==> config.mk <==
export PLATFORM = sky130hd
export DESIGN_NAME = brv32p_uart_rx_flat
export DESIGN_NICKNAME = d
export VERILOG_FILES = /design/src/rtl/brv32p_pkg.sv /design/src/rtl/brv32p_uart_rx_if.sv /design/src/rtl/brv32p_sync_fifo.sv /design/src/rtl/brv32p_uart_rx.sv /design/src/flat_wrapper.sv
export SDC_FILE = /design/constraint.sdc
export NUM_CORES = 1
export LEC_CHECK = 0
export ABC_AREA = 1
export BUFFER_PORTS_ARGS = -buffer_cell sky130_fd_sc_hd__clkbuf_2
export CORE_ASPECT_RATIO = 1.25
export CORE_UTILIZATION = 55
export CTS_CLUSTER_DIAMETER = 60
export CTS_CLUSTER_SIZE = 16
export DETAILED_ROUTE_END_ITERATION = 10
export PLACE_DENSITY_LB_ADDON = 0.05
export SLEW_MARGIN = 20
export SYNTH_ARGS = -nofsm -noshare
export SYNTH_HDL_FRONTEND = slang
export SYNTH_HIERARCHICAL = 1
export SYNTH_SLANG_ARGS = --single-unit
export TNS_END_PERCENT = 1
==> constraint.sdc <==
create_clock -name clk -period 8.5 [get_ports clk]
set_clock_uncertainty 0.15 [all_clocks]
set_input_delay 0.85 -clock clk [delete_from_list [all_inputs] [get_ports clk]]
set_output_delay 0.85 -clock clk [all_outputs]
set_load 0.01 [all_outputs]
==> src/rtl/brv32p_pkg.sv <==
// Shared types and constants for the BRV32P UART blocks.
package brv32p_pkg;

  typedef enum logic [1:0] {
    UART_RX_IDLE,
    UART_RX_START,
    UART_RX_DATA,
    UART_RX_STOP
  } uart_rx_state_t;

  localparam int unsigned UART_MIN_DIV   = 4;
  localparam int unsigned UART_DATA_BITS = 8;

endpackage

==> src/rtl/brv32p_uart_rx_if.sv <==
// Register/bus-side signals of the UART receiver; master is the receiver, slave the bus logic.
interface brv32p_uart_rx_if #(
  parameter int unsigned FIFO_DEPTH = 8,
  parameter int unsigned DIV_W      = 16
) ();

  logic                        rx_en;
  logic [DIV_W-1:0]            baud_div;
  logic [7:0]                  rx_data;
  logic                        rx_valid;
  logic                        rx_pop;
  logic [$clog2(FIFO_DEPTH):0] rx_count;
  logic                        frame_err;
  logic                        overrun;
  logic                        err_clr;
  logic                        irq;
  logic                        busy;

  modport master (
    input  rx_en, baud_div, rx_pop, err_clr,
    output rx_data, rx_valid, rx_count, frame_err, overrun, irq, busy
  );

  modport slave (
    output rx_en, baud_div, rx_pop, err_clr,
    input  rx_data, rx_valid, rx_count, frame_err, overrun, irq, busy
  );

endinterface

==> src/rtl/brv32p_sync_fifo.sv <==
// Show-ahead synchronous FIFO; a push into a full FIFO succeeds only with a same-cycle pop.
module brv32p_sync_fifo #(
  parameter int unsigned WIDTH = 8,
  parameter int unsigned DEPTH = 8
) (
  input  logic                     clk,
  input  logic                     rst_n,
  input  logic                     push,
  input  logic                     pop,
  input  logic [WIDTH-1:0]         wdata,
  output logic [WIDTH-1:0]         rdata,
  output logic [$clog2(DEPTH):0]   count,
  output logic                     full,
  output logic                     empty
);

  localparam int unsigned AW = $clog2(DEPTH);

  logic [WIDTH-1:0] mem_q [DEPTH];
  logic [AW-1:0]    wptr_q, rptr_q;
  logic [AW:0]      count_q;
  logic             do_push, do_pop;

  assign empty   = (count_q == '0);
  assign full    = (count_q == (AW+1)'(DEPTH));
  assign do_pop  = pop & ~empty;
  assign do_push = push & (~full | do_pop);
  assign rdata   = mem_q[rptr_q];
  assign count   = count_q;

  always_ff @(posedge clk or negedge rst_n) begin
    if (!rst_n) begin
      wptr_q  <= '0;
      rptr_q  <= '0;
      count_q <= '0;
      for (int i = 0; i < DEPTH; i++) mem_q[i] <= '0;
    end else begin
      if (do_push) begin
        mem_q[wptr_q] <= wdata;
        wptr_q        <= wptr_q + AW'(1);
      end
      if (do_pop) rptr_q <= rptr_q + AW'(1);
      if (do_push && !do_pop)      count_q <= count_q + (AW+1)'(1);
      else if (do_pop && !do_push) count_q <= count_q - (AW+1)'(1);
    end
  end

endmodule

==> src/rtl/brv32p_uart_rx.sv <==
// 8N1 UART receiver: synchroniser, mid-bit sampling FSM and show-ahead receive FIFO.
module brv32p_uart_rx
  import brv32p_pkg::*;
#(
  parameter int unsigned FIFO_DEPTH  = 8,
  parameter int unsigned SYNC_STAGES = 2,
  parameter int unsigned DIV_W       = 16
) (
  input  logic             clk,
  input  logic             rst_n,
  input  logic             uart_rx,
  brv32p_uart_rx_if.master bus
);

  logic [SYNC_STAGES-1:0] sync_q;
  logic                   rxs, rxs_prev_q;
  logic [DIV_W-1:0]       div;
  uart_rx_state_t         state_q, state_d;
  logic [DIV_W-1:0]       cnt_q, cnt_d;
  logic [2:0]             bit_idx_q, bit_idx_d;
  logic [7:0]             shift_q, shift_d;
  logic                   frame_err_q, frame_err_d, overrun_q, overrun_d;
  logic                   tick, push, frame_set, over_set, pop_eff;
  logic                   fifo_full, fifo_empty;

  // Reset to the idle-high level so leaving reset never looks like a start edge.
  always_ff @(posedge clk or negedge rst_n) begin
    if (!rst_n) begin
      sync_q     <= '1;
      rxs_prev_q <= 1'b1;
    end else begin
      sync_q     <= {sync_q[SYNC_STAGES-2:0], uart_rx};
      rxs_prev_q <= rxs;
    end
  end

  assign rxs     = sync_q[SYNC_STAGES-1];
  assign div     = (bus.baud_div < DIV_W'(UART_MIN_DIV)) ? DIV_W'(UART_MIN_DIV) : bus.baud_div;
  assign tick    = (cnt_q == '0) && (state_q != UART_RX_IDLE);
  assign pop_eff = bus.rx_pop & ~fifo_empty;

  always_comb begin
    state_d   = state_q;
    cnt_d     = cnt_q;
    bit_idx_d = bit_idx_q;
    shift_d   = shift_q;
    push      = 1'b0;
    frame_set = 1'b0;
    over_set  = 1'b0;

    if (state_q != UART_RX_IDLE) cnt_d = tick ? div - DIV_W'(1) : cnt_q - DIV_W'(1);

    unique case (state_q)
      UART_RX_IDLE: begin
        if (bus.rx_en && rxs_prev_q && !rxs) begin
          state_d = UART_RX_START;
          cnt_d   = (div >> 1) - DIV_W'(1);
        end
      end
      UART_RX_START: begin
        if (tick) begin
          if (!rxs) begin
            bit_idx_d = '0;
            state_d   = UART_RX_DATA;
          end else begin
            state_d = UART_RX_IDLE;
          end
        end
      end
      UART_RX_DATA: begin
        if (tick) begin
          shift_d   = {rxs, shift_q[7:1]};
          bit_idx_d = bit_idx_q + 3'd1;
          if (bit_idx_q == 3'(UART_DATA_BITS - 1)) state_d = UART_RX_STOP;
        end
      end
      UART_RX_STOP: begin
        if (tick) begin
          state_d = UART_RX_IDLE;
          if (rxs) begin
            push     = 1'b1;
            over_set = fifo_full & ~pop_eff;
          end else begin
            frame_set = 1'b1;
          end
        end
      end
      default: state_d = UART_RX_IDLE;
    endcase

    // Disabling mid-frame abandons the frame silently.
    if (!bus.rx_en && state_q != UART_RX_IDLE) begin
      state_d   = UART_RX_IDLE;
      push      = 1'b0;
      frame_set = 1'b0;
      over_set  = 1'b0;
    end

    frame_err_d = frame_set | (frame_err_q & ~bus.err_clr);
    overrun_d   = over_set | (overrun_q & ~bus.err_clr);
  end

  always_ff @(posedge clk or negedge rst_n) begin
    if (!rst_n) begin
      state_q     <= UART_RX_IDLE;
      cnt_q       <= '0;
      bit_idx_q   <= '0;
      shift_q     <= '0;
      frame_err_q <= 1'b0;
      overrun_q   <= 1'b0;
    end else begin
      state_q     <= state_d;
      cnt_q       <= cnt_d;
      bit_idx_q   <= bit_idx_d;
      shift_q     <= shift_d;
      frame_err_q <= frame_err_d;
      overrun_q   <= overrun_d;
    end
  end

  brv32p_sync_fifo #(
    .WIDTH (8),
    .DEPTH (FIFO_DEPTH)
  ) u_fifo (
    .clk   (clk),
    .rst_n (rst_n),
    .push  (push),
    .pop   (bus.rx_pop),
    .wdata (shift_q),
    .rdata (bus.rx_data),
    .count (bus.rx_count),
    .full  (fifo_full),
    .empty (fifo_empty)
  );

  assign bus.rx_valid  = ~fifo_empty;
  assign bus.irq       = ~fifo_empty & bus.rx_en;
  assign bus.busy      = (state_q != UART_RX_IDLE);
  assign bus.frame_err = frame_err_q;
  assign bus.overrun   = overrun_q;

endmodule

==> src/flat_wrapper.sv <==
// flat-port wrapper written by rule: the top's interface ports become plain ports
module brv32p_uart_rx_flat import brv32p_pkg::*;
#(
  parameter int unsigned FIFO_DEPTH  = 8,
  parameter int unsigned SYNC_STAGES = 2,
  parameter int unsigned DIV_W       = 16
)
  (clk, rst_n, uart_rx, bus_rx_en, bus_baud_div, bus_rx_pop, bus_err_clr, bus_rx_data, bus_rx_valid, bus_rx_count, bus_frame_err, bus_overrun, bus_irq, bus_busy);
  brv32p_uart_rx_if #(.FIFO_DEPTH(FIFO_DEPTH), .DIV_W(DIV_W)) bus_i ();
  input  logic clk;
  input  logic rst_n;
  input  logic uart_rx;
  input wire logic [$bits(bus_i.rx_en)-1:0] bus_rx_en;
  input wire logic [$bits(bus_i.baud_div)-1:0] bus_baud_div;
  input wire logic [$bits(bus_i.rx_pop)-1:0] bus_rx_pop;
  input wire logic [$bits(bus_i.err_clr)-1:0] bus_err_clr;
  output wire logic [$bits(bus_i.rx_data)-1:0] bus_rx_data;
  output wire logic [$bits(bus_i.rx_valid)-1:0] bus_rx_valid;
  output wire logic [$bits(bus_i.rx_count)-1:0] bus_rx_count;
  output wire logic [$bits(bus_i.frame_err)-1:0] bus_frame_err;
  output wire logic [$bits(bus_i.overrun)-1:0] bus_overrun;
  output wire logic [$bits(bus_i.irq)-1:0] bus_irq;
  output wire logic [$bits(bus_i.busy)-1:0] bus_busy;
  assign bus_i.rx_en = bus_rx_en;
  assign bus_i.baud_div = bus_baud_div;
  assign bus_i.rx_pop = bus_rx_pop;
  assign bus_i.err_clr = bus_err_clr;
  assign bus_rx_data = bus_i.rx_data;
  assign bus_rx_valid = bus_i.rx_valid;
  assign bus_rx_count = bus_i.rx_count;
  assign bus_frame_err = bus_i.frame_err;
  assign bus_overrun = bus_i.overrun;
  assign bus_irq = bus_i.irq;
  assign bus_busy = bus_i.busy;
  brv32p_uart_rx #(.FIFO_DEPTH(FIFO_DEPTH), .SYNC_STAGES(SYNC_STAGES), .DIV_W(DIV_W)) u_core (.clk(clk), .rst_n(rst_n), .uart_rx(uart_rx), .bus(bus_i));
endmodule
Word level (Yosys, flattened, before mapping). Index checks and enable logic that the tools add are counted.

Flip-flop bits (word level): 108. Input bits: 22. Output and inout port bits: 17. Word-level logic and storage cells: 116.

$add $sub $neg: 8. Order comparisons: 4. Equal/unequal tests: 13. Muxes and demuxes: 37. Bitwise gates (word level): 15. Reduce and logical (&&, ||, !) cells: 20.

Operators by type and width (count): $mux 16 (5); $bwmux 64 (1); $sub 16x1->16 const B (2); $bmux 8 s3 (1); $demux 8 s3 (1); $mux 8 (3); $logic_not 16->1 (1); $lt 16x3->1 const B (1); $sub 15x1->16 const B (1); $ne 3x1->1 const B (5); $mux 2 (7); $mux 1 (12); $add 3x1->3 const B (3); $mux 3 (3); $ge 4x4->1 const B (2); $mux 4 (2); $not 3->4 (2); $pmux 2 s4 (1); $logic_and 1x1->1 (7); $and 1x1->1 (6); $pmux 3 s2 (1); $reduce_bool 2->1 (3); $reduce_and 5->1 (1); $add 4x1->4 const B (1); 15 further kinds (25).

Logic depth before layout (Yosys ltp). Gate-level depths: netlist of the first run.

Word-level depth: 10. Depth in mapped cells: 20. Gate-level depth less buffers: 19.

Hierarchy. Netlist of the first run, hierarchy kept.

Modules (own cells, without submodules): brv32p_sync_fifo (instances 1, cells an instance 518, area each 3997.6 µm², seq. area each 1851.8 µm²); brv32p_uart_rx (instances 1, cells an instance 401, area each 2697.6 µm², seq. area each 854.6 µm²).

Worst setup path before layout of the first run. No wires, ideal clock.

Path type: reg2reg. Start point: register u_core.cnt_q[15]. End point: register u_core.u_fifo.count_q[3] (netlist: u_core/u_fifo/count[3]). Setup time: 0.116 ns. Arrival: 2.682 ns. Path slack: 5.551 ns. Cell stages (with the launch flop): 19. Path buffers: 1. Clock period less this slack: 2.949 ns. Cells stage by stage: dfrtp_1 > nor2_1 > nand2_1 > nor2_4 > nand2_2 > nor2_4 > nand4_1 > nor2_1 > buf_2 > nand2_1 > inv_2 > ha_1 > inv_1 > ha_1 > or2_2 > nand3_1 > nand2_1 > nand2_1 > nand2_1.

Longest elaborated chain between the ends: 9. Elaborated cells on any way between the ends: 11. Those cells by class: 4 x mux; 1 x bitwise; 6 x reduce/logical.

RTL lines: start, declared (line brv32p_uart_rx.sv:19) `logic [DIV_W-1:0] cnt_q, cnt_d;`; start signal, assigned (line brv32p_uart_rx.sv:113) `cnt_q <= cnt_d;`; $logic_not 16->1 * (line brv32p_uart_rx.sv:39) `assign tick = (cnt_q == '0) && (state_q != UART_RX_IDLE);`; $logic_and 1x1->1 * (line brv32p_uart_rx.sv:39); $mux 1 * (line brv32p_uart_rx.sv:78) `if (tick) begin`; $mux 1 * (line brv32p_uart_rx.sv:53) `unique case (state_q)`; $mux 1 * (line brv32p_uart_rx.sv:92) `if (!bus.rx_en && state_q != UART_RX_IDLE) begin`; net u_core.push (line brv32p_uart_rx.sv:23) `logic tick, push, frame_set, over_set, pop_eff;`; $and 1x1->1 * (line brv32p_sync_fifo.sv:27) `assign do_push = push & (~full | do_pop);`; net u_core.u_fifo.do_push (line brv32p_sync_fifo.sv:22) `logic do_push, do_pop;`; $logic_not 1->1 (line brv32p_sync_fifo.sv:44) `else if (do_pop && !do_push) count_q <= count_q - (AW+1)'(1);`; $logic_and 1x1->1 (line brv32p_sync_fifo.sv:44); $reduce_bool 2->1 (no line); end signal, assigned (line brv32p_sync_fifo.sv:43) `if (do_push && !do_pop) count_q <= count_q + (AW+1)'(1);`; end signal, assigned (line brv32p_sync_fifo.sv:44); end, declared (line brv32p_sync_fifo.sv:21) `logic [AW:0] count_q;`.

The timed path passes the listed nets; every way through them passes the cells marked *. A chain may end at the register's enable or synchronous reset.

Final worst setup path of the first run.
Start point: register u_core.cnt_q[7]. End point: register u_core.u_fifo.count_q[3] (netlist: u_core/u_fifo/count[3]).

Same word-level chain as after synthesis.

==> results of run 1 <==
==> registers in the layout, indices dropped and copies added, names as in the netlist <==
signal	cells
u_core/sync_q	2
u_core/u_fifo/mem_q	64
u_core/bus.frame_err	1
u_core/shift_q	8
u_core/cnt_q	16
u_core/bit_idx_q	3
u_core/u_fifo/rptr_q	3
u_core/bus.overrun	1
u_core/rxs_prev_q	1
u_core/u_fifo/wptr_q	3
u_core/u_fifo/count	4
u_core/state_q	2
==> cell type report <==
type,instances,share of cell area (%)
inverter,71,3.73
clock buffer,11,3.37
multi-input combinational,703,49.0
timing repair buffer,40,2.88
sequential,108,37.6
clock inverter,4,0.694
tap,161,2.79
==> cell usage after synthesis (all sizes together) <==
cell / n / area (um^2)
a21oi: 10 / 50.1
a221oi: 1 / 8.76
a22oi: 1 / 7.51
a31oi: 2 / 12.5
a32o: 2 / 20.0
buf: 32 / 178
clkbuf: 5 / 18.8
dfrtp: 105 / 2630
dfstp: 3 / 78.8
fa: 1 / 20.0
ha: 9 / 113
inv: 71 / 269
mux2: 7 / 78.8
nand2: 344 / 1330
nand3: 53 / 315
nand3b: 4 / 42.5
nand4: 76 / 475
nor2: 115 / 594
nor3: 3 / 15.0
nor4: 2 / 12.5
o211ai: 3 / 22.5
o21ai: 54 / 274
o21bai: 4 / 30.0
o221ai: 2 / 17.5
o22ai: 1 / 6.26
or2: 1 / 6.26
xnor2: 4 / 35.0
xor2: 4 / 35.0
==> worst max-delay path by stage <==
stage | startpoint | to | slack [ps] | cells past startpoint
final | u_core/cnt_q[7]$_DFF_PN0_ | u_core/u_fifo/count[3]$_DFFE_PN0P_ | 4580 | 18
after global routing | u_core/cnt_q[15]$_DFF_PN0_ | u_core/u_fifo/count[3]$_DFFE_PN0P_ | 4200 | 18
after CTS | u_core/cnt_q[13]$_DFF_PN0_ | u_core/u_fifo/count[3]$_DFFE_PN0P_ | 4600 | 18
after detailed placement | u_core/cnt_q[13]$_DFF_PN0_ | u_core/u_fifo/count[3]$_DFFE_PN0P_ | 4610 | 18
after global placement | u_core/cnt_q[13]$_DFF_PN0_ | u_core/u_fifo/count[3]$_DFFE_PN0P_ | 4760 | 18
after floorplan | u_core/cnt_q[15]$_DFF_PN0_ | u_core/u_fifo/count[3]$_DFFE_PN0P_ | 5550 | 18
==> power groups by stage <==
stage | Combinational (W) | Clock [W] | Sequential [W]
2_1_floorplan | 0.000257 | 0 | 0.000582
3_5_place_dp | 0.000348 | 0 | 0.000588
5_1_grt | 0.000399 | 0.000451 | 0.000583
6_report | 0.000355 | 0.000428 | 0.000579
3_3_place_gp | 0.000339 | 0 | 0.000585
4_1_cts | 0.000351 | 0.000433 | 0.000578
==> layer usage <==
layer / part of all wire, % / routed length [um]
met4: 5.0 / 917
met1: 41 / 7460
met3: 5.1 / 924
met2: 49 / 8890
met5: 0 / 0
==> cell families after synthesis <==
| family | Yosys count | synth area share (%) |
|---|---|---|
| buf+inv | 108 | 6.95 |
| compound gates | 80 | 6.71 |
| mux | 7 | 1.18 |
| xor+xnor | 8 | 1.05 |
| flops | 108 | 40.4 |
| fa+ha+maj | 10 | 1.98 |
| simple gates | 598 | 41.7 |
==> per-stage QoR <==
step	utilization, %	instances	total power (W)	hold slack [ps]
floorplan	-	919	0.000838	195
global placement	59.0	1083	0.000923	197
detailed placement	59.0	1083	0.000936	197
CTS	61.5	1098	0.00136	211
global route	61.5	1098	0.00143	216
finish	61.5	1098	0.00136	209
==> worst max-delay path: stages, from the launching register on <==
cell     delay (ps)
dfrtp_1         400
nor2_1          120
nand2_1         160
nor2_4          230
nand2_2          90
nor2_4          190
nand4_1         200
nor2_4          110
buf_4           590
nand2_1         280
inv_2           140
ha_1            170
inv_1            90
ha_1            310
or2_2           310
nand3_1          90
nand2_1          50
nand2_1          50
nand2_1          50
==> placed cells by master, fill, tap and decap left out, types with 3 or more instances in the layout <==
cell,n
mux2_2,7
nand2_1,330
nor2_1,90
nor2_2,7
dfstp_2,3
o211ai_1,3
nor3_1,3
dfrtp_1,104
ha_1,9
nand2_2,13
inv_1,58
nand3_1,46
a21oi_1,10
xnor2_1,4
o21bai_1,4
clkbuf_16,9
inv_2,12
nand3_2,5
nor2_4,16
buf_4,3
nand3b_1,3
nand4_1,76
o21ai_1,29
o21ai_0,24
xor2_1,4
clkbuf_2,37
==> results.yml, run 1 <==
power:
  p_clk_share_pct: 31.4
  ir_drop_v: 0.000131
  seq_power_share_pct: 42.5
  power_density_nw_per_um2: 189
  p_comb_share_pct: 26.1
  swShare_pct: 34.5
  cellLeakagePower_nw: 3.69
  power.internal_w: 0.000891
  switching_power_w: 0.000470
job:
  cap_violations: 0
yosys:
  yosysSeqAreaShare_pct: 40.4
  ys_warn_count: 6
  syn_inst: 919
  syn_area_um2: 6700
  avgSynthCellArea_um2: 7.29
  ys_types: 42
  ys_ff_latch: 108
  syn_nets: 951
outcome:
  outcome: "completed"
clock_tree:
  h-tree-depth: 3
  numCtsBuffers: 9
  cts_sinks: 108
  ctsResizeCount: 0
  clk_path_buf_depth: 2
  clkSlewWorstSetupHoldPaths_ps: 70
  cts_hold_buf: 0
  tritoncts: "done"
  clk_latency_ps: 360
  clk_root_buffer_cell: "clkbuf_16"
  cts_setup_buffers: 0
setup_path:
  critPathArrivalTime_ps: 4030
  criticalPathCategory: "flop to flop"
  rr_worst_depth: 18
  reg2reg_from: "u_core/cnt_q[7]$_DFF_PN0_"
  reg2reg_to: "u_core/u_fifo/count[3]$_DFFE_PN0P_"
  ff2ff_setup_slack_ps: 4580
  crit_required_ps: 8610
  start_kind: "flop"
  critPathCaptureType: "flop"
  crit_fanout: 74
floorplan:
  rows: 44
  die_height_um: 125
  coreArea_um2: 11700
  die_x_um: 101
  io-pin-count: 39
  die_area_um2: 12600
  start_util_pct: 57.1
drt:
  route.detailed.drc: 0
  wl_per_cell_um: 16.6
  vias: 6248
  drt_iter0_markers: 435
  vias_per_cell: 5.69
  antenna_left: 0
  routed_wl_um: 18200
  dr.pass1.iters: 5
timing:
  hold_viol: 0
  relSlewSlack_pct: 37.0
  period_share_pct: 46.1
  rsz0062_at_grt: "no"
  finalSetupTns_ps: 0
  layout_min_cycle_time_ps: 3920
  slew_viol_final: 0
  worst_slack_ps: 4580
  fmax_mhz: 255
  tightest_slew_ps: 946
  setup_viol: 0
placed_design:
  gp_congestion: 0.900
  dp_slack_ps: 4610
  port_buffers: 38
  dpl.hpwl_um: 12800
  place_area_um2: 6920
cells_and_area:
  final_cell_area_um2: 7210
  syn2layout_area_growth_pct: 7.68
  nFillCells: 1118
  drive_above_1_share_pct: 13.6
  fin_nets: 965
  seqCellArea_um2: 2710
  multi_input_area_um2: 3530
  n_antenna_cell: 0
global_route:
  track_usage_pct: 30.6
  gr-usage-met2_pct: 51.2
  antenna_found_initial: 0
  met3_usage_pct: 3.47
  busiest_layer: "met2"
  grt_pass1_wl_um: 29800
  grt_pass1_vias: 6029
  grt_overflow: 0
  grt_use_met1_pct: 37.9
  grt_max_degree: 75
min_path:
  hp-class: "flop to flop"
  hp-start: "u_core/sync_q[0]$_DFF_PN1_"
  min_path_cells: 0
  min_to: "u_core/sync_q[1]$_DFF_PN1_"
No activity file was read; power rests on OpenSTA's default activity.
==> run 2: changes to the inputs <==
clock period = 3.4 ns   (was 8.5 ns; I/O delays follow)
==> run 2 against run 1 <==
  * Global-route usage rose by 0.64 points
  * First-iteration DRC count fell by 5.3%
  * Sequential share of layout area fell by 0.44 points
  * Critical path depth fell by 1
  * Count of clock-buffer cells in the layout fell by 1
  * Combinational power rose to 2.6 times the previous value
  * Core utilization rose by 0.69 points
  * Flip-flop and latch count did not move
  * Power rose by 150%
  * Die area did not move
  * Design area rose by 1.1%
  * Final cell count rose by 0.91%
  * Largest cell class unchanged
  * Highest routed layer unchanged
==> results.yml, run 2 (synthesis gave the netlist of run 1 again) <==
outcome:
  outcome: "completed"
clock_tree:
  numCtsBuffers: 9
  clk_root_buffer_cell: "clkbuf_16"
  clkSlewWorstSetupHoldPaths_ps: 70
  ctsResizeCount: 0
  h-tree-depth: 3
  clk_path_buf_depth: 2
  clk_latency_ps: 360
  tritoncts: "done"
  cts_sinks: 108
cells_and_area:
  largest_register_ff_count: 64
  regMostFlops: "u_core/u_fifo/mem_q"
  mostFrequentLayoutCells: "nand2_1 (330), dfrtp_1 (105), nor2_1 (90)"
  n_antenna_cell: 0
  final_cell_area_um2: 7290
  drive_above_1_share_pct: 14.1
  fin_nets: 974
  reg_top3: "u_core/u_fifo/mem_q: 64 flops, u_core/cnt_q: 16 flops, u_core/shift_q: 8 flops"
  final_common_cell: "nand2_1"
  syn2layout_area_growth_pct: 8.90
global_route:
  grt_use_met1_pct: 39.2
  grt_pass1_vias: 6047
  antenna_found_initial: 0
  grt_max_degree: 74
  grt_overflow: 0
  track_usage_pct: 31.3
  met3_usage_pct: 5.03
  busiest_layer: "met2"
  gr-usage-met2_pct: 52.7
  grt_pass1_wl_um: 30600
floorplan:
  io-pin-count: 39
  rows: 44
  start_util_pct: 57.1
  die_area_um2: 12600
  coreArea_um2: 11700
  die_height_um: 125
  die_x_um: 101
setup_path:
  reg2reg_to: "u_core/u_fifo/count[3]$_DFFE_PN0P_"
  critPathCaptureType: "flop"
  crit_path_start: "u_core/cnt_q[15]$_DFF_PN0_"
  crit_required_ps: 3510
  crit_fanout: 9
  critPathArrivalTime_ps: 3180
  cp_cell_sequence: "nor2_1 -> nand2_1 -> nor2_4 -> nand2_2 -> nor2_4 -> nand4_1 -> nor2_4 -> nand2_1 -> inv_2 -> ha_1 -> inv_1 -> ha_1 -> or2_2 -> nand3_1 -> nand2_1 -> nand2_1 -> nand2_1"
  start_kind: "flop"
  reg2reg_from: "u_core/cnt_q[15]$_DFF_PN0_"
  slowest_delay_ps: 400
  cp_common_cell: "nand2_1"
  ff2ff_setup_slack_ps: 320
  rr_worst_depth: 17
  criticalPathCategory: "flop to flop"
  critPathSlowestCell: "dfrtp_1"
timing:
  finalSetupTns_ps: 0
  setup_viol: 0
  rsz0062_at_grt: "no"
  layout_min_cycle_time_ps: 3080
  slew_viol_final: 0
  relSlewSlack_pct: 49.8
  fmax_mhz: 325
  hold_viol: 0
  tightest_slew_ps: 753
  period_share_pct: 90.6
drt:
  antenna_left: 0
  routed_wl_um: 18400
  route.detailed.drc: 0
  vias: 6281
  wl_per_cell_um: 16.6
  dr.pass1.iters: 5
  drt_iter0_markers: 412
  vias_per_cell: 5.67
placed_design:
  port_buffers: 38
  gp_congestion: 0.960
  place_area_um2: 6990
  dpl.hpwl_um: 13000
min_path:
  hp-start: "bus_err_clr"
  min_to: "u_core/bus.overrun$_DFF_PN0_"
  min_path_cells: 2
  hp-class: "input pin to flop"
power:
  finalPower_w: 0.00339
  power_density_nw_per_um2: 465
  ir_drop_v: 0.000323
  cellLeakagePower_nw: 3.74
job:
  cap_violations: 0
## run 2: cell count changes in the layout (fill, tap and decap cells not counted), sizes merged
cell	before	now
inv	71	73
clkinvlp	2	1
buf	3	10
dlygate4sd3	0	2
clkinv	1	3
bufinv	1	0
clkbuf	48	47
## run 2: what timing repair did
action | in CTS | in global routing
buffers inserted | 0 | 0
hold endpoints to repair | 57 | 0
hold buffers | 2 | 0
## run 2: worst max-delay path by stage
stage	to	depth (start not counted)
2_1_floorplan	u_core/u_fifo/count[3]$_DFFE_PN0P_	18
3_3_place_gp	u_core/u_fifo/count[3]$_DFFE_PN0P_	17
3_5_place_dp	u_core/u_fifo/count[3]$_DFFE_PN0P_	17
4_1_cts	u_core/u_fifo/count[3]$_DFFE_PN0P_	17
5_1_grt	u_core/u_fifo/count[3]$_DFFE_PN0P_	17
6_report	u_core/u_fifo/count[3]$_DFFE_PN0P_	17
## run 2: per-layer routing
metal  part of all wire, %  wire, um  up-vias
met4                   3.7       675        0
met3                   5.0       926       44
li1                      -         -     3074
met2                    50      9300      200
met5                     0         0        -
met1                    41      7520     2963
## run 2: layout make-up
| class | instances | area, um^2 |
|---|---|---|
| clock buffers | 10 | 229 |
| fillers | 1082 | 4440 |
| well taps | 161 | 201 |
| clock inverters | 6 | 48.8 |
| inverters | 71 | 269 |
| repair buffers | 49 | 305 |
| multi-input cells | 703 | 3530 |
| flip-flops and latches | 108 | 2710 |
## run 2: power breakdown
part           leakage [nW]  total, W  internal (W)  switching, W
clock network         0.136   0.00102      0.000507      0.000510
registers              1.44   0.00145       0.00138     0.0000676
logic                  2.16  0.000926      0.000291      0.000635
## run 2: stage by stage
step | hold slack (ps) | utilization [%] | cells | worst slack, ps
finish | 60.0 | 62.2 | 1108 | 321
global route | 64.0 | 62.2 | 1108 | 122
CTS | 45.4 | 62.2 | 1108 | 305
detailed placement | 207 | 59.6 | 1090 | 333
global placement | 196 | 59.6 | 1090 | 414
floorplan | -106 | - | 919 | 451
## run 2: critical path, delay by kind of cell, from the launching register on
family / cells / cell delay, ps
AND/OR/NAND/NOR: 13 / 1770
adder cells (fa/ha/maj): 2 / 460
flip-flops: 1 / 400
buffers and inverters: 2 / 190
==> run 3: changes to the inputs <==
clock period = 2.8 ns   (was 3.4 ns; I/O delays follow)
==> run 3 against run 2 <==
  * Setup slack worse by 230 ps
  * Combinational power up 27%
  * Flip-flop and latch count unchanged
  * Largest cell class unchanged
  * Register-to-register slack worse by 230 ps
  * Non-clock buffer count up 30
  * Sequential share of layout area down 1.5 points
  * Final cell count up 2.7%
  * Count of clock-buffer cells in the layout up 3
  * Sequential power up 21%
  * Critical path depth unchanged
  * Die area unchanged
==> results.yml, run 3 (synthesis gave the netlist of run 1 again) <==
global_route:
  grt_pass1_vias: 6122
  grt_overflow: 0
  grt_pass1_wl_um: 30000
  grt_max_degree: 74
  antenna_found_initial: 0
  track_usage_pct: 30.4
setup_path:
  critPathArrivalTime_ps: 2800
  start_kind: "flop"
  crit_required_ps: 2890
  critPathCaptureType: "flop"
  reg2reg_to: "u_core/u_fifo/count[3]$_DFFE_PN0P_"
  crit_fanout: 5
  reg2reg_from: "u_core/cnt_q[15]$_DFF_PN0_"
  rr_worst_depth: 17
  ff2ff_setup_slack_ps: 90
  criticalPathCategory: "flop to flop"
clock_tree:
  clkSlewWorstSetupHoldPaths_ps: 70
  clk_latency_ps: 360
  h-tree-depth: 3
  numCtsBuffers: 9
  clk_path_buf_depth: 2
  tritoncts: "done"
  cts_sinks: 108
  clk_root_buffer_cell: "clkbuf_16"
drt:
  vias: 6441
  routed_wl_um: 18000
  dr.pass1.iters: 5
  vias_per_cell: 5.66
  antenna_left: 0
  drt_iter0_markers: 412
  wl_per_cell_um: 15.8
  route.detailed.drc: 0
timing:
  fmax_mhz: 370
  relSlewSlack_pct: 52.8
  slew_viol_final: 0
  period_share_pct: 96.6
  finalSetupTns_ps: 0
  tightest_slew_ps: 707
  layout_min_cycle_time_ps: 2710
  setup_viol: 0
  hold_viol: 0
min_path:
  hp-class: "input pin to flop"
  hp-start: "bus_rx_pop"
  min_to: "u_core/bus.overrun$_DFF_PN0_"
  min_path_cells: 4
cells_and_area:
  final_cell_area_um2: 7600
  mostFrequentLayoutCells: "nand2_1 (326), dfrtp_1 (105), nor2_1 (87)"
  drive_above_1_share_pct: 17.6
  regMostFlops: "u_core/u_fifo/mem_q"
  finalNonFillerCells: 1138
  final_common_cell: "nand2_1"
  largest_register_ff_count: 64
  reg_top3: "u_core/u_fifo/mem_q: 64 flops, u_core/cnt_q: 16 flops, u_core/shift_q: 8 flops"
  nFillCells: 1056
  fin_nets: 1004
  syn2layout_area_growth_pct: 13.5
  n_antenna_cell: 0
floorplan:
  coreArea_um2: 11700
  die_height_um: 125
  die_area_um2: 12600
  rows: 44
  io-pin-count: 39
  die_x_um: 101
  start_util_pct: 57.1
placed_design:
  dpl.hpwl_um: 12800
  place_area_um2: 7220
  port_buffers: 38
  gp_congestion: 0.973
  post-place-cells: 1116
outcome:
  outcome: "completed"
power:
  ir_drop_v: 0.000408
  power_density_nw_per_um2: 562
  finalPower_w: 0.00427
  cellLeakagePower_nw: 3.89
job:
  cap_violations: 0
## run 3: report_power, final
part	internal [W]	switching, W
Combinational	0.000398	0.000784
Sequential	0.00168	0.0000893
Clock	0.000744	0.000576
## run 3: worst max-delay path by stage
| stage | to | cells after the start | slack (ps) | from |
|---|---|---|---|---|
| global placement | u_core/u_fifo/count[3]$_DFFE_PN0P_ | 17 | 120 | u_core/cnt_q[13]$_DFF_PN0_ |
| detailed placement | u_core/u_fifo/count[3]$_DFFE_PN0P_ | 17 | 30 | u_core/cnt_q[15]$_DFF_PN0_ |
| global route | u_core/u_fifo/count[3]$_DFFE_PN0P_ | 17 | -0.4 | u_core/cnt_q[6]$_DFF_PN0_ |
| CTS | u_core/u_fifo/count[3]$_DFFE_PN0P_ | 17 | 20 | u_core/cnt_q[15]$_DFF_PN0_ |
| floorplan | u_core/u_fifo/count[3]$_DFFE_PN0P_ | 18 | 20 | u_core/cnt_q[6]$_DFF_PN0_ |
| finish | u_core/u_fifo/count[3]$_DFFE_PN0P_ | 17 | 90 | u_core/cnt_q[15]$_DFF_PN0_ |
## run 3: layer usage
layer,up-vias,wire length [um],part of all wire [%],GRT usage (%)
met4,0,612,3.4,13.5
met2,273,9040,50,51.6
met3,50,1130,6.3,4.97
li1,3116,-,-,-
met1,3002,7220,40,37.8
met5,-,0,0,0
## run 3: metrics by stage
stage / utilization, % / worst slack (ps) / hold slack, ps
2_1_floorplan: - / 23.7 / -166
3_3_place_gp: 61.6 / 116 / 161
3_5_place_dp: 61.6 / 32.7 / 160
4_1_cts: 64.5 / 24.7 / 85.1
5_1_grt: 64.8 / -0.395 / 113
6_report: 64.8 / 93.9 / 94.7
## run 3: cell type report
class / instances / area (um^2) / share of cell area (%)
clock buffer: 13 / 260 / 3.43
clock inverter: 3 / 45.0 / 0.593
inverter: 71 / 272 / 3.57
multi-input combinational: 703 / 3580 / 47.1
sequential: 108 / 2710 / 35.6
tap: 161 / 201 / 2.65
timing repair buffer: 79 / 533 / 7.02
## run 3: worst max-delay path: stages (launching register included)
cell     delay [ps]
dfrtp_1         410
nor2_2          130
nand2_2         100
nor2_4          110
nand2_2          70
nor2_4          110
nand4_1         160
nor2_4          180
nand2_4          90
inv_4            80
ha_4            130
inv_2            60
ha_4            220
or2_2           300
nand3_1          80
nand2_1          60
nand2_1          70
nand2_1          60
## run 3: what timing repair did
action,in CTS,in global routing
endpoints found under the hold margin,42,0
resized for setup,0,6
setup endpoints to repair,0,2
hold buffers,3,0
buffers inserted,0,3
